$ cat config.mk
export PLATFORM = sky130hd
export DESIGN_NAME = pifo_req_ingress
export DESIGN_NICKNAME = d
export VERILOG_FILES = /design/src/rtl/pifo_req_ingress.sv
export SDC_FILE = /design/constraint.sdc
export NUM_CORES = 1
export LEC_CHECK = 0
export ABC_CLOCK_PERIOD_IN_PS = 6500
export CORE_UTILIZATION = 35
export CTS_BUF_LIST = sky130_fd_sc_hd__clkbuf_8 sky130_fd_sc_hd__clkbuf_16
export DETAILED_ROUTE_END_ITERATION = 6
export GPL_ROUTABILITY_DRIVEN = 0
export GPL_TIMING_DRIVEN = 0
export MAX_ROUTING_LAYER = met4
export RECOVER_POWER = 50
export SLEW_MARGIN = 20
export SYNTH_ARGS = -nofsm -noshare
export SYNTH_HDL_FRONTEND = slang
export SYNTH_SLANG_ARGS = --single-unit
$ cat constraint.sdc
create_clock -name i_clk -period 6.5 [get_ports i_clk]
set_input_delay 0.975 -clock i_clk [delete_from_list [all_inputs] [get_ports i_clk]]
set_output_delay 0.975 -clock i_clk [all_outputs]
set_load 0.01 [all_outputs]
$ cat src/rtl/pifo_req_ingress.sv
// Request ingress for the PIFO tree I/O port: in-order request queue, one issue per
// cycle, back-off retry on task fail, and drop reporting after exhausting retries.
module pifo_req_ingress #(
    parameter int unsigned PTW           = 16,
    parameter int unsigned MTW           = 44,
    parameter int unsigned TREE_NUM      = 16,
    parameter int unsigned REQ_DEPTH     = 8,
    parameter int unsigned BACKOFF_CYC   = 2,
    parameter int unsigned MAX_RETRY     = 3,
    parameter int unsigned CNTW          = 16,
    localparam int unsigned TREE_NUM_BITS = $clog2(TREE_NUM),
    localparam int unsigned DW            = MTW + PTW
) (
    input  logic                     i_clk,
    input  logic                     i_arst_n,
    input  logic                     i_req_valid,
    output logic                     o_req_ready,
    input  logic                     i_req_op,
    input  logic [TREE_NUM_BITS-1:0] i_req_tree_id,
    input  logic [DW-1:0]            i_req_data,
    output logic [TREE_NUM_BITS-1:0] o_tree_id,
    output logic                     o_push,
    output logic                     o_pop,
    output logic [DW-1:0]            o_push_data,
    input  logic                     i_task_fail,
    output logic                     o_drop,
    output logic [TREE_NUM_BITS-1:0] o_drop_tree_id,
    output logic [CNTW-1:0]          o_drop_cnt,
    output logic                     o_busy
);

    localparam int unsigned REQ_AW = $clog2(REQ_DEPTH);
    localparam int unsigned PW     = REQ_AW + 1;
    localparam int unsigned BOW    = (BACKOFF_CYC < 2) ? 1 : $clog2(BACKOFF_CYC);
    localparam int unsigned RTW    = (MAX_RETRY < 1) ? 1 : $clog2(MAX_RETRY + 1);

    typedef struct packed {
        logic                     op;
        logic [TREE_NUM_BITS-1:0] tree_id;
        logic [DW-1:0]            data;
    } req_t;

    typedef enum logic [1:0] {
        IDLE    = 2'd0,
        ISSUE   = 2'd1,
        BACKOFF = 2'd2
    } state_t;

    state_t          state, state_n;
    req_t            mem [REQ_DEPTH];
    req_t            head;
    logic [PW-1:0]   wr_ptr, rd_ptr, count, count_n;
    logic            empty, enq, deq, drop_set, remain;
    logic [RTW-1:0]  retry_cnt, retry_n;
    logic [BOW-1:0]  bo_cnt, bo_n;
    logic            is_issue;

    assign count  = wr_ptr - rd_ptr;
    assign empty  = (count == '0);
    assign enq    = i_req_valid && o_req_ready;
    assign head   = mem[rd_ptr[REQ_AW-1:0]];
    // Entries left once the head leaves, counting a same-cycle enqueue
    assign remain = (count > PW'(1)) || enq;
    assign count_n = count + PW'(enq) - PW'(deq);

    // Issue outputs come only from state and queue head registers
    assign is_issue    = (state == ISSUE);
    assign o_push      = is_issue && !head.op;
    assign o_pop       = is_issue && head.op;
    assign o_tree_id   = is_issue ? head.tree_id : '0;
    assign o_push_data = (is_issue && !head.op) ? head.data : '0;
    assign o_busy      = !empty || (state != IDLE);

    always_ff @(posedge i_clk or negedge i_arst_n) begin
        if (!i_arst_n) state <= IDLE;
        else           state <= state_n;
    end

    // Next state plus dequeue / retry / back-off control
    always_comb begin
        state_n  = state;
        deq      = 1'b0;
        drop_set = 1'b0;
        retry_n  = retry_cnt;
        bo_n     = bo_cnt;
        case (state)
            IDLE: begin
                if (!empty || enq) state_n = ISSUE;
            end
            ISSUE: begin
                if (!i_task_fail || (retry_cnt == RTW'(MAX_RETRY))) begin
                    deq      = 1'b1;
                    drop_set = i_task_fail;
                    retry_n  = '0;
                    state_n  = remain ? ISSUE : IDLE;
                end else begin
                    retry_n = retry_cnt + RTW'(1);
                    bo_n    = BOW'(BACKOFF_CYC - 1);
                    state_n = BACKOFF;
                end
            end
            BACKOFF: begin
                if (bo_cnt == '0) state_n = ISSUE;
                else              bo_n    = bo_cnt - BOW'(1);
            end
            default: state_n = IDLE;
        endcase
    end

    always_ff @(posedge i_clk or negedge i_arst_n) begin
        if (!i_arst_n) begin
            wr_ptr         <= '0;
            rd_ptr         <= '0;
            retry_cnt      <= '0;
            bo_cnt         <= '0;
            o_req_ready    <= 1'b0;
            o_drop         <= 1'b0;
            o_drop_tree_id <= '0;
            o_drop_cnt     <= '0;
        end else begin
            if (enq) wr_ptr <= wr_ptr + PW'(1);
            if (deq) rd_ptr <= rd_ptr + PW'(1);
            retry_cnt   <= retry_n;
            bo_cnt      <= bo_n;
            o_req_ready <= (count_n != PW'(REQ_DEPTH));
            o_drop      <= drop_set;
            if (drop_set) begin
                o_drop_tree_id <= head.tree_id;
                if (o_drop_cnt != '1) o_drop_cnt <= o_drop_cnt + CNTW'(1);
            end
        end
    end

    // Queue storage needs no reset: pointers define validity
    always_ff @(posedge i_clk) begin
        if (enq) mem[wr_ptr[REQ_AW-1:0]] <= '{op: i_req_op, tree_id: i_req_tree_id, data: i_req_data};
    end

endmodule
Word-level counts from Yosys, hierarchy flattened
Memories as Yosys holds them, arrays and structs flattened.
Index checks and enable logic that the tools add are counted.
{"block": "totals", "in_bits": 69, "ff_bits": 35, "memories": 1, "ramBits": 520, "output_inout_bits": 89, "elab_cells": 61}
{"block": "classes", "eq_ne": 8, "n_addsub": 8, "muxes": 17, "reduce_logical": 17, "magnitude_cmp": 1}
{"name": "mem", "words": 8, "word_bits": 65, "rd": 1, "rd_ports_with_merged_regs": 0, "wr": 1, "line_no": "50", "source": "req_t mem [REQ_DEPTH];"}
{"op": "60-bit 2-to-1 mux", "count": 1}
{"op": "16-bit by 1-bit adder with 16-bit output, second input constant", "count": 1}
{"op": "16-bit inequality test, second input constant", "count": 1}
{"op": "1-bit 2-to-1 mux", "count": 9}
{"op": "4-bit by 1-bit adder with 4-bit output, second input constant", "count": 2}
{"op": "2-bit 2-to-1 mux", "count": 4}
{"op": "2-bit inequality test, second input constant", "count": 3}
{"op": "2-bit case mux with 3 select lines", "count": 1}
{"op": "2-bit AND reduction", "count": 3}
{"op": "4-bit by 1-bit adder with 4-bit output", "count": 1}
{"op": "2-bit == test, second input constant", "count": 2}
{"op": "4-bit by 1-bit > comparator with 1-bit output, second input constant", "count": 1}
{"op": "4-bit logical NOT", "count": 1}
{"op": "1-bit logical OR", "count": 4}
{"op": "4-bit 2-to-1 mux", "count": 1}
{"op": "4-bit inequality test, second input constant", "count": 1}
{"op": "2-bit nonzero test", "count": 2}
{"op": "4-bit by 1-bit subtractor with 4-bit output", "count": 1}
{"op": "4-bit subtractor", "count": 1}
{"op": "1-bit logical AND", "count": 3}
{"op": "1-bit logical NOT", "count": 3}
{"op": "2-bit by 1-bit adder with 2-bit output, second input constant", "count": 1}
{"op": "2-bit by 1-bit == test with 1-bit output, second input constant", "count": 1}
{"op": "2-bit logical NOT", "count": 1}
{"op": "other kinds (2)", "count": 2}

Depth between registers and ports, before layout
Gate-level depths: netlist of run 1.
{"block": "logic_depth", "depth_word": 6, "depth_mapped": 14, "ltp_nobuf": 11}

Worst setup path before layout of run 1
Ideal clock, no wire load.
{"block": "synth_path", "kind": "in2reg", "start": "input port i_req_valid", "end": "memory mem[0][0] in the netlist's numbering (enable)", "n_path_buf": 0, "setup_slack_ps": 376, "arrival_time_ps": 5556, "setup_time_ps": 568, "required_time_ps": 5932, "stages": 2, "path_cell_list": "nand3_1 > nor3_1"}
{"block": "synth_via", "elab_chain_cells": 3}
{"item": "start: declaration", "line_no": "16", "source": "input logic i_req_valid,"}
{"item": "1-bit logical AND", "line_no": "60", "source": "assign enq = i_req_valid && o_req_ready;"}
{"item": "1-bit 2-to-1 mux", "line_no": "136", "source": "if (enq) mem[wr_ptr[REQ_AW-1:0]] <= '{op: i_req_op, tree_id: i_req_tree_id, data: i_req_data};"}
{"item": "1-bit 2-to-1 mux (not written as such)", "line_no": "136"}
{"item": "end: declaration", "line_no": "50"}
No other way between the ends.

Worst setup path after layout of run 1
{"block": "layout_path", "start": "register rd_ptr[1]", "end": "output port o_busy"}
{"block": "layout_via", "elab_chain_cells": 4}
{"item": "start: declaration", "line_no": "52", "source": "logic [PW-1:0] wr_ptr, rd_ptr, count, count_n;"}
{"item": "start signal: assignment", "line_no": "122", "source": "if (deq) rd_ptr <= rd_ptr + PW'(1);"}
{"item": "4-bit subtractor", "line_no": "58", "source": "assign count = wr_ptr - rd_ptr;"}
{"item": "4-bit logical NOT", "line_no": "59", "source": "assign empty = (count == '0);"}
{"item": "1-bit logical NOT", "line_no": "72", "source": "assign o_busy = !empty || (state != IDLE);"}
{"item": "1-bit logical OR", "line_no": "72"}
{"item": "end: declaration", "line_no": "29", "source": "output logic o_busy"}
No other way between the ends.

==> impl_metrics.tcl, run 1 <==
set metrics [dict create \
    synthArstFlopShare_pct 6.31 \
    crit_path_max_fanout 10 \
    clock_latency_ns 0.61 \
    critical_path.startpoint_type "register" \
    required_ns 5.52 \
    cts_sinks 555 \
    fin_nets 1430 \
    viasPerCell 4.90 \
    synth_nets 1171 \
    arrival_ns 4.35 \
    slowest_delay_ns 0.66 \
    cp_slowest_cell "clkbuf_1" \
    wl_per_cell_um 22.1 \
    fin_crit_ns 5.32 \
    drt_iter0_drc 772 \
    path_cells "buf_6 > clkbuf_1 > buf_2 > buf_2 > inv_1 > ha_1 > a21o_1 > a21oi_1 > xnor2_1 > ha_1 > nand2_1 > clkdlybuf4s50_1" \
    final_util_pct 43.8 \
    drt_wl_total_um 49700 \
    switching_share_pct 30.9 \
    reg2reg_from "rd_ptr[1]$_DFFE_PN0P_" \
    ff2ff_setup_slack_ns 2.64 \
    worst_pin_slew_ns 1.70 \
    syn_area_um2 21800 \
    die_x_um 251 \
    syn_area_per_cell_um2 20.0 \
    cts_resized 0 \
    finalSetupTns_ns 0 \
    crit_type "reg -> out" \
    clock_skew_ns 0.0180 \
    grt_first_pass_wirelength_um 73800 \
    area_growth_pct 24.0 \
    hpwl_um 32200 \
    powerDensity_nw_per_um2 433 \
    final_max_slew_viol_count 32 \
    p_leak_nw 8.87 \
    h-tree-depth 2 \
    clk_path_buf_depth 3 \
    p_clk_share_pct 28.0 \
    yosysSeqAreaShare_pct 75.8 \
    initial_core_util_pct 35.3 \
    p_switching_mw 3.61 \
    cts_setup_buffers 0 \
    fin_crit_sh_pct 81.9 \
    grt_max_degree 32 \
    finalHoldViolCount 0 \
    power_frac_seq_pct 38.9 \
    synth-edff-count 520 \
    vdd_drop_max_mv 0.224 \
    crit_path_end_kind "output port" \
    critPathTopFamily "buffers and inverters" \
    slew_headroom_pct -13.3 \
    yosysTopAreaCellShare_pct 71.8 \
    setup-violations-final 0 \
    hold_path.class "in -> async" \
    grt_overflow 0 \
    cts_buffers 56 \
    drc 0 \
    drive_gt1_share_pct 26.0 \
    outcome "complete, but fails checks" \
    ioPinCount 158 \
    synthCells 1087 \
    antenna_left 0 \
    dieArea_um2 63200 \
    vias 10999 \
    yosysUniqueCellTypes 37 \
    grt.total_usage_pct 16.4 \
    cts_tree "built" \
    synth_flop_cell "edfxtp_1" \
    violations "capacitance limit, slew limit" \
    die_y_um 251 \
    grt_setup_unrepaired "false" \
    cell_internal_pwr_mw 8.06 \
    drv_cap 1 \
    ys_seq_elements 555 \
    port_buffers 157 \
    ys_warn_count 0 \
    num_rows 91 \
    fmax_mhz 188 \
    yosys-top-cells-area "edfxtp_1 72%, mux4_2 13%, dfrtp_1 4.0%" \
    p_comb_share_pct 33.1 \
    drtPass1Iterations 4 \
    cts_root_buf "clkbuf_16" \
    r2r_end "o_req_ready$_DFF_PN0_" \
    crit_buf_inv 6 \
    grt_pass1_vias 11328 \
    clk_pin_slew_ns 0.06 \
    core_um2 61600 \
    timing.critical_path.from "rd_ptr[1]$_DFFE_PN0P_" \
    yosysTopAreaCell "edfxtp_1" \
    reg2reg_depth 12 \
    fillerInstances 5331 \
    hold_buffers 0 \
    grt_antenna_before_repair 16 \
]
-- layout make-up --
type / count / area (um^2) / share of cell area [%]
clock inverter: 46 / 444 / 1.65
timing repair buffer: 201 / 2200 / 8.15
inverter: 12 / 45.0 / 0.167
sequential: 555 / 16500 / 61.1
multi-input combinational: 465 / 4950 / 18.4
clock buffer: 58 / 1450 / 5.38
antenna: 17 / 42.5 / 0.158
buffer: 55 / 302 / 1.12
tap: 837 / 1050 / 3.88
-- layer usage --
metal	global-route usage (%)	part of all wire (%)	wire, um
met1	22.3	45	22300
met2	25.4	48	23900
met3	3.53	5.6	2800
met4	3.71	1.5	736
met5	-	0	0
-- placed cells by master (no fill, tap or decap), drive strengths merged, types with 2 or more instances in the layout --
cell type / n
edfxtp: 520
nand2: 142
mux4: 128
clkdlybuf4s50: 89
buf: 83
clkbuf: 75
a21oi: 68
dlygate4sd3: 67
dfrtp: 35
clkinv: 22
inv: 21
xor2: 18
diode: 17
nor2: 15
ha: 13
nand3: 11
o21ai: 10
nor4: 8
bufinv: 8
nand4: 7
clkinvlp: 7
nor3: 7
nand2b: 6
nor2b: 5
xnor2: 5
mux2: 4
mux2i: 3
a21o: 2
nand4b: 2
or2: 2
fa: 2
-- flip-flops by register name, indices dropped and copies added, names as in the netlist --
| name | flops |
|---|---|
| o_req_ready | 1 |
| o_drop_tree_id | 4 |
| bo_cnt | 1 |
| state | 2 |
| retry_cnt | 2 |
| rd_ptr | 4 |
| wr_ptr | 4 |
| o_drop | 1 |
| o_drop_cnt | 16 |
| mem | 520 |
-- metrics by stage --
| step | instances | hold slack (ns) | worst slack [ns] | power (mW) | area (um^2) |
|---|---|---|---|---|---|
| after floorplan | 1087 | 0.454 | 0.376 | 7.08 | 21800 |
| after global placement | 2081 | 0.473 | -5.82 | 8.49 | 24400 |
| after detailed placement | 2125 | 0.500 | 2.10 | 8.62 | 25100 |
| after CTS | 2229 | 0.171 | 1.45 | 11.9 | 27000 |
| after global routing | 2240 | 0.219 | 0.795 | 12.3 | 27000 |
| final | 2246 | 0.231 | 1.18 | 11.7 | 27000 |
-- how the worst max path moves through the flow --
| stage | end | slack (ns) | cells after the start |
|---|---|---|---|
| after floorplan | mem[0][0]$_DFFE_PP_ | 0.38 | 2 |
| after global placement | mem[1][32]$_DFFE_PP_ | -5.82 | 3 |
| after detailed placement | o_busy | 2.10 | 12 |
| after CTS | o_busy | 1.45 | 12 |
| after global routing | o_busy | 0.80 | 12 |
| final | o_busy | 1.18 | 12 |
-- worst register-to-register path: cells and delay by family (launching register included) --
kind | cells | cell delay [ns]
AOI/OAI and AO/OA | 2 | 0.34
xor gates and xnor gates | 1 | 0.17
adders and majority gates | 2 | 0.93
buffers and inverters | 6 | 1.84
DFF | 1 | 0.36
and+or+nand+nor | 1 | 0.10
-- cells by family (layout without fill, tap and decap cells) --
logic type	Yosys count	after routing	synth area share (%)
other	0	17	0
muxes	135	135	13.6
xor gates and xnor gates	23	23	0.926
adders and majority gates	15	15	0.932
and+or+nand+nor	209	209	4.15
AOI/OAI and AO/OA	83	83	3.00
buffers and inverters	67	372	1.60
DFF	555	555	75.8
-- Yosys cell counts, types with 2 or more instances --
library cell	n
a21o_1	2
a21oi_1	9
a21oi_2	59
buf_1	6
buf_2	30
buf_6	8
clkbuf_1	11
dfrtp_1	35
edfxtp_1	520
fa_1	2
ha_1	13
inv_1	11
mux2_2	3
mux2i_1	3
mux4_2	128
nand2_1	142
nand2b_1	6
nand3_1	11
nand4_1	7
nand4b_1	2
nor2_1	15
nor2b_1	5
nor3_1	7
nor4_1	8
o21ai_0	10
or2_2	2
xnor2_1	5
xor2_1	18
-- power by group through the flow --
stage,clock (mW),combinational (mW),sequential [mW]
6_report,3.27,3.87,4.54
5_1_grt,3.47,4.22,4.57
4_1_cts,3.35,4.01,4.54
3_5_place_dp,0,4.00,4.62
3_3_place_gp,0,3.78,4.71
2_1_floorplan,0,2.45,4.63
Power figures use the tool's default switching activity.
==> run 2: changes to the inputs <==
--- a/config.mk
+++ b/config.mk
@@ -5,7 +5,7 @@
 export SDC_FILE = /design/constraint.sdc
 export NUM_CORES = 1
 export LEC_CHECK = 0
-export ABC_CLOCK_PERIOD_IN_PS = 6500
+export ABC_CLOCK_PERIOD_IN_PS = 4300
 export CORE_UTILIZATION = 35
 export CTS_BUF_LIST = sky130_fd_sc_hd__clkbuf_8 sky130_fd_sc_hd__clkbuf_16
 export DETAILED_ROUTE_END_ITERATION = 6
==> constraint.sdc (replaced) <==
create_clock -name i_clk -period 4.3 [get_ports i_clk]
set_input_delay 0.645 -clock i_clk [delete_from_list [all_inputs] [get_ports i_clk]]
set_output_delay 0.645 -clock i_clk [all_outputs]
set_load 0.01 [all_outputs]
==> run 2 against run 1 <==
  * The flow still finishes with violations (capacitance limit, slew limit)
  * Clock power is 41% higher
  * Sequential share of layout area grew 0.11 points
  * Via count decreased by 0.72%
  * Power rose by 49%
  * Sequential power rose by 52%
  * Hold slack better by 0.26 ns
  * Non-clock buffer count down 7
  * Clock skew down 0.012 ns
  * Final area decreased by 0.17%
  * Critical endpoint is now o_push_data[14]
  * Largest cell class unchanged
  * Largest power group unchanged
  * Highest routed layer unchanged
==> impl_metrics.tcl, run 2 (same netlist as run 1, synthesis figures left out) <==
set metrics [dict create \
    outcome "complete, but fails checks" \
    violations "capacitance limit, slew limit" \
    fin_nets 1423 \
    setup-violations-final 0 \
    port_buffers 157 \
    h-tree-depth 2 \
    layout_commonest_cell "edfxtp_1" \
    final_cell_mix "520 x edfxtp_1, 142 x nand2_1, 128 x mux4_2, 90 x clkdlybuf4s50_1, 67 x dlygate4sd3_1" \
    p_switching_mw 5.42 \
    cell_internal_pwr_mw 12.0 \
    p_comb_share_pct 33.9 \
    slew_headroom_pct -6.89 \
    finalSetupTns_ns 0 \
    clk_pin_slew_ns 0.06 \
    grt_overflow 0 \
    setup_ws_ns 0.196 \
    ioPinCount 158 \
    grt.total_usage_pct 16.3 \
    dieArea_um2 63200 \
    pre_cts_ws_ns 0.208 \
    cts_tree "built" \
    vias 10920 \
    wl_per_cell_um 22.2 \
    die_x_um 251 \
    grt_max_degree 30 \
    dpl-instance-area_um2 25200 \
    crit_path_max_fanout 10 \
    cts_setup_buffers 0 \
    crit_path_end_kind "output port" \
    crit_type "reg -> out" \
    required_ns 3.65 \
    clock_skew_ns 0.00614 \
    grt_antenna_before_repair 13 \
    finalHoldViolCount 0 \
    fin_crit_ns 4.10 \
    vdd_drop_max_mv 0.407 \
    arrival_ns 3.46 \
    powerDensity_nw_per_um2 645 \
    worst_pin_slew_ns 1.60 \
    area_growth_pct 23.8 \
    drt_iter0_drc 736 \
    grt_pass1_vias 11459 \
    total_power_mw 17.4 \
    hold_start "wr_ptr[3]$_DFFE_PN0P_" \
    drtPass1Iterations 5 \
    clock_latency_ns 0.60 \
    fmax_mhz 244 \
    antenna_left 0 \
    cts_sinks 555 \
    fin_crit_sh_pct 95.4 \
    finalInstanceArea_um2 26900 \
    p_leak_nw 8.86 \
    grt_setup_unrepaired "false" \
    hpwl_um 33000 \
    grt_first_pass_wirelength_um 73300 \
    die_y_um 251 \
    cts_root_buf "clkbuf_16" \
    hold_path.class "reg -> reg" \
    clk_path_buf_depth 3 \
    p_clk_share_pct 26.5 \
    switching_share_pct 31.2 \
    initial_core_util_pct 35.3 \
    drt_wl_total_um 49500 \
    final_util_pct 43.7 \
    final_max_slew_viol_count 46 \
    num_rows 91 \
    reg2reg_from "rd_ptr[1]$_DFFE_PN0P_" \
    drv_cap 2 \
    core_um2 61600 \
    cts_buffers 56 \
    timing.critical_path.from "rd_ptr[0]$_DFFE_PN0P_" \
    drive_gt1_share_pct 25.0 \
    viasPerCell 4.90 \
    drc 0 \
    largest_reg_flops 520 \
    critical_path.startpoint_type "register" \
    power_frac_seq_pct 39.6 \
]
## run 2: cell count changes in the layout (fill, tap and decap cells not counted), sizes merged, moves of 2 or more
cell      previous run  this run
diode               17        11
bufinv               8         4
clkinvlp             7         2
inv                 21        27
clkbuf              75        73
buf                 83        76
## run 2: worst paths after layout
kind                       cells after the start                         to  slack (ns)
setup / recovery                               7            o_push_data[14]        0.20
hold / removal                                 1      wr_ptr[3]$_DFFE_PN0P_        0.49
setup reg to reg                              11      o_req_ready$_DFF_PN0_        1.30
hold reg to reg                                1      wr_ptr[3]$_DFFE_PN0P_        0.49
max in group asynchronous                      3  o_drop_cnt[2]$_DFFE_PN0P_        1.92
min in group asynchronous                      2      o_req_ready$_DFF_PN0_        0.52
## run 2: routing by layer
metal	routed length, um	share of wire, %	GRT usage [%]	vias up
met5	0	0	-	-
met2	24700	50	26.3	228
met4	834	1.7	3.73	0
met3	2740	5.5	3.70	70
li1	-	-	-	4883
met1	21200	43	20.9	5739
## run 2: metrics by stage
step	instances	hold slack, ns
after floorplan	1087	0.349
after global placement	2081	0.474
after detailed placement	2118	0.480
after CTS	2219	0.423
final	2230	0.495
after global routing	2228	0.524
## run 2: worst max-delay path: stages (launching register included)
cell and delay, ns:
dfrtp_1 0.41, buf_2 0.31, buf_2 0.38, buf_2 0.45, mux4_2 0.55, nand2_1 0.09, a21oi_2 0.07, clkdlybuf4s50_1 0.57
## run 2: cell type report
| class | instances | area (um^2) |
|---|---|---|
| Antenna cell | 11 | 27.5 |
| Buffer | 54 | 315 |
| Clock buffer | 57 | 1430 |
| Clock inverter | 44 | 313 |
| Fill cell | 5283 | 34700 |
| Inverter | 12 | 45.0 |
| Multi-Input combinational cell | 465 | 4960 |
| Sequential cell | 555 | 16500 |
| Tap cell | 837 | 1050 |
| Timing Repair Buffer | 195 | 2310 |
## run 2: what timing repair did
action,4_1_cts,5_1_grt
hold endpoints to repair,6,0
endpoints found under the setup margin,6,1
hold buffers,1,0
resized for setup,3,4
## run 2: power by group through the flow
stage	combinational, mW	clock (mW)	sequential (mW)
3_3_place_gp	5.67	0	7.09
2_1_floorplan	3.70	0	6.99
3_5_place_dp	6.08	0	6.99
5_1_grt	6.39	4.92	6.93
6_report	5.90	4.60	6.88
4_1_cts	6.11	4.73	6.88
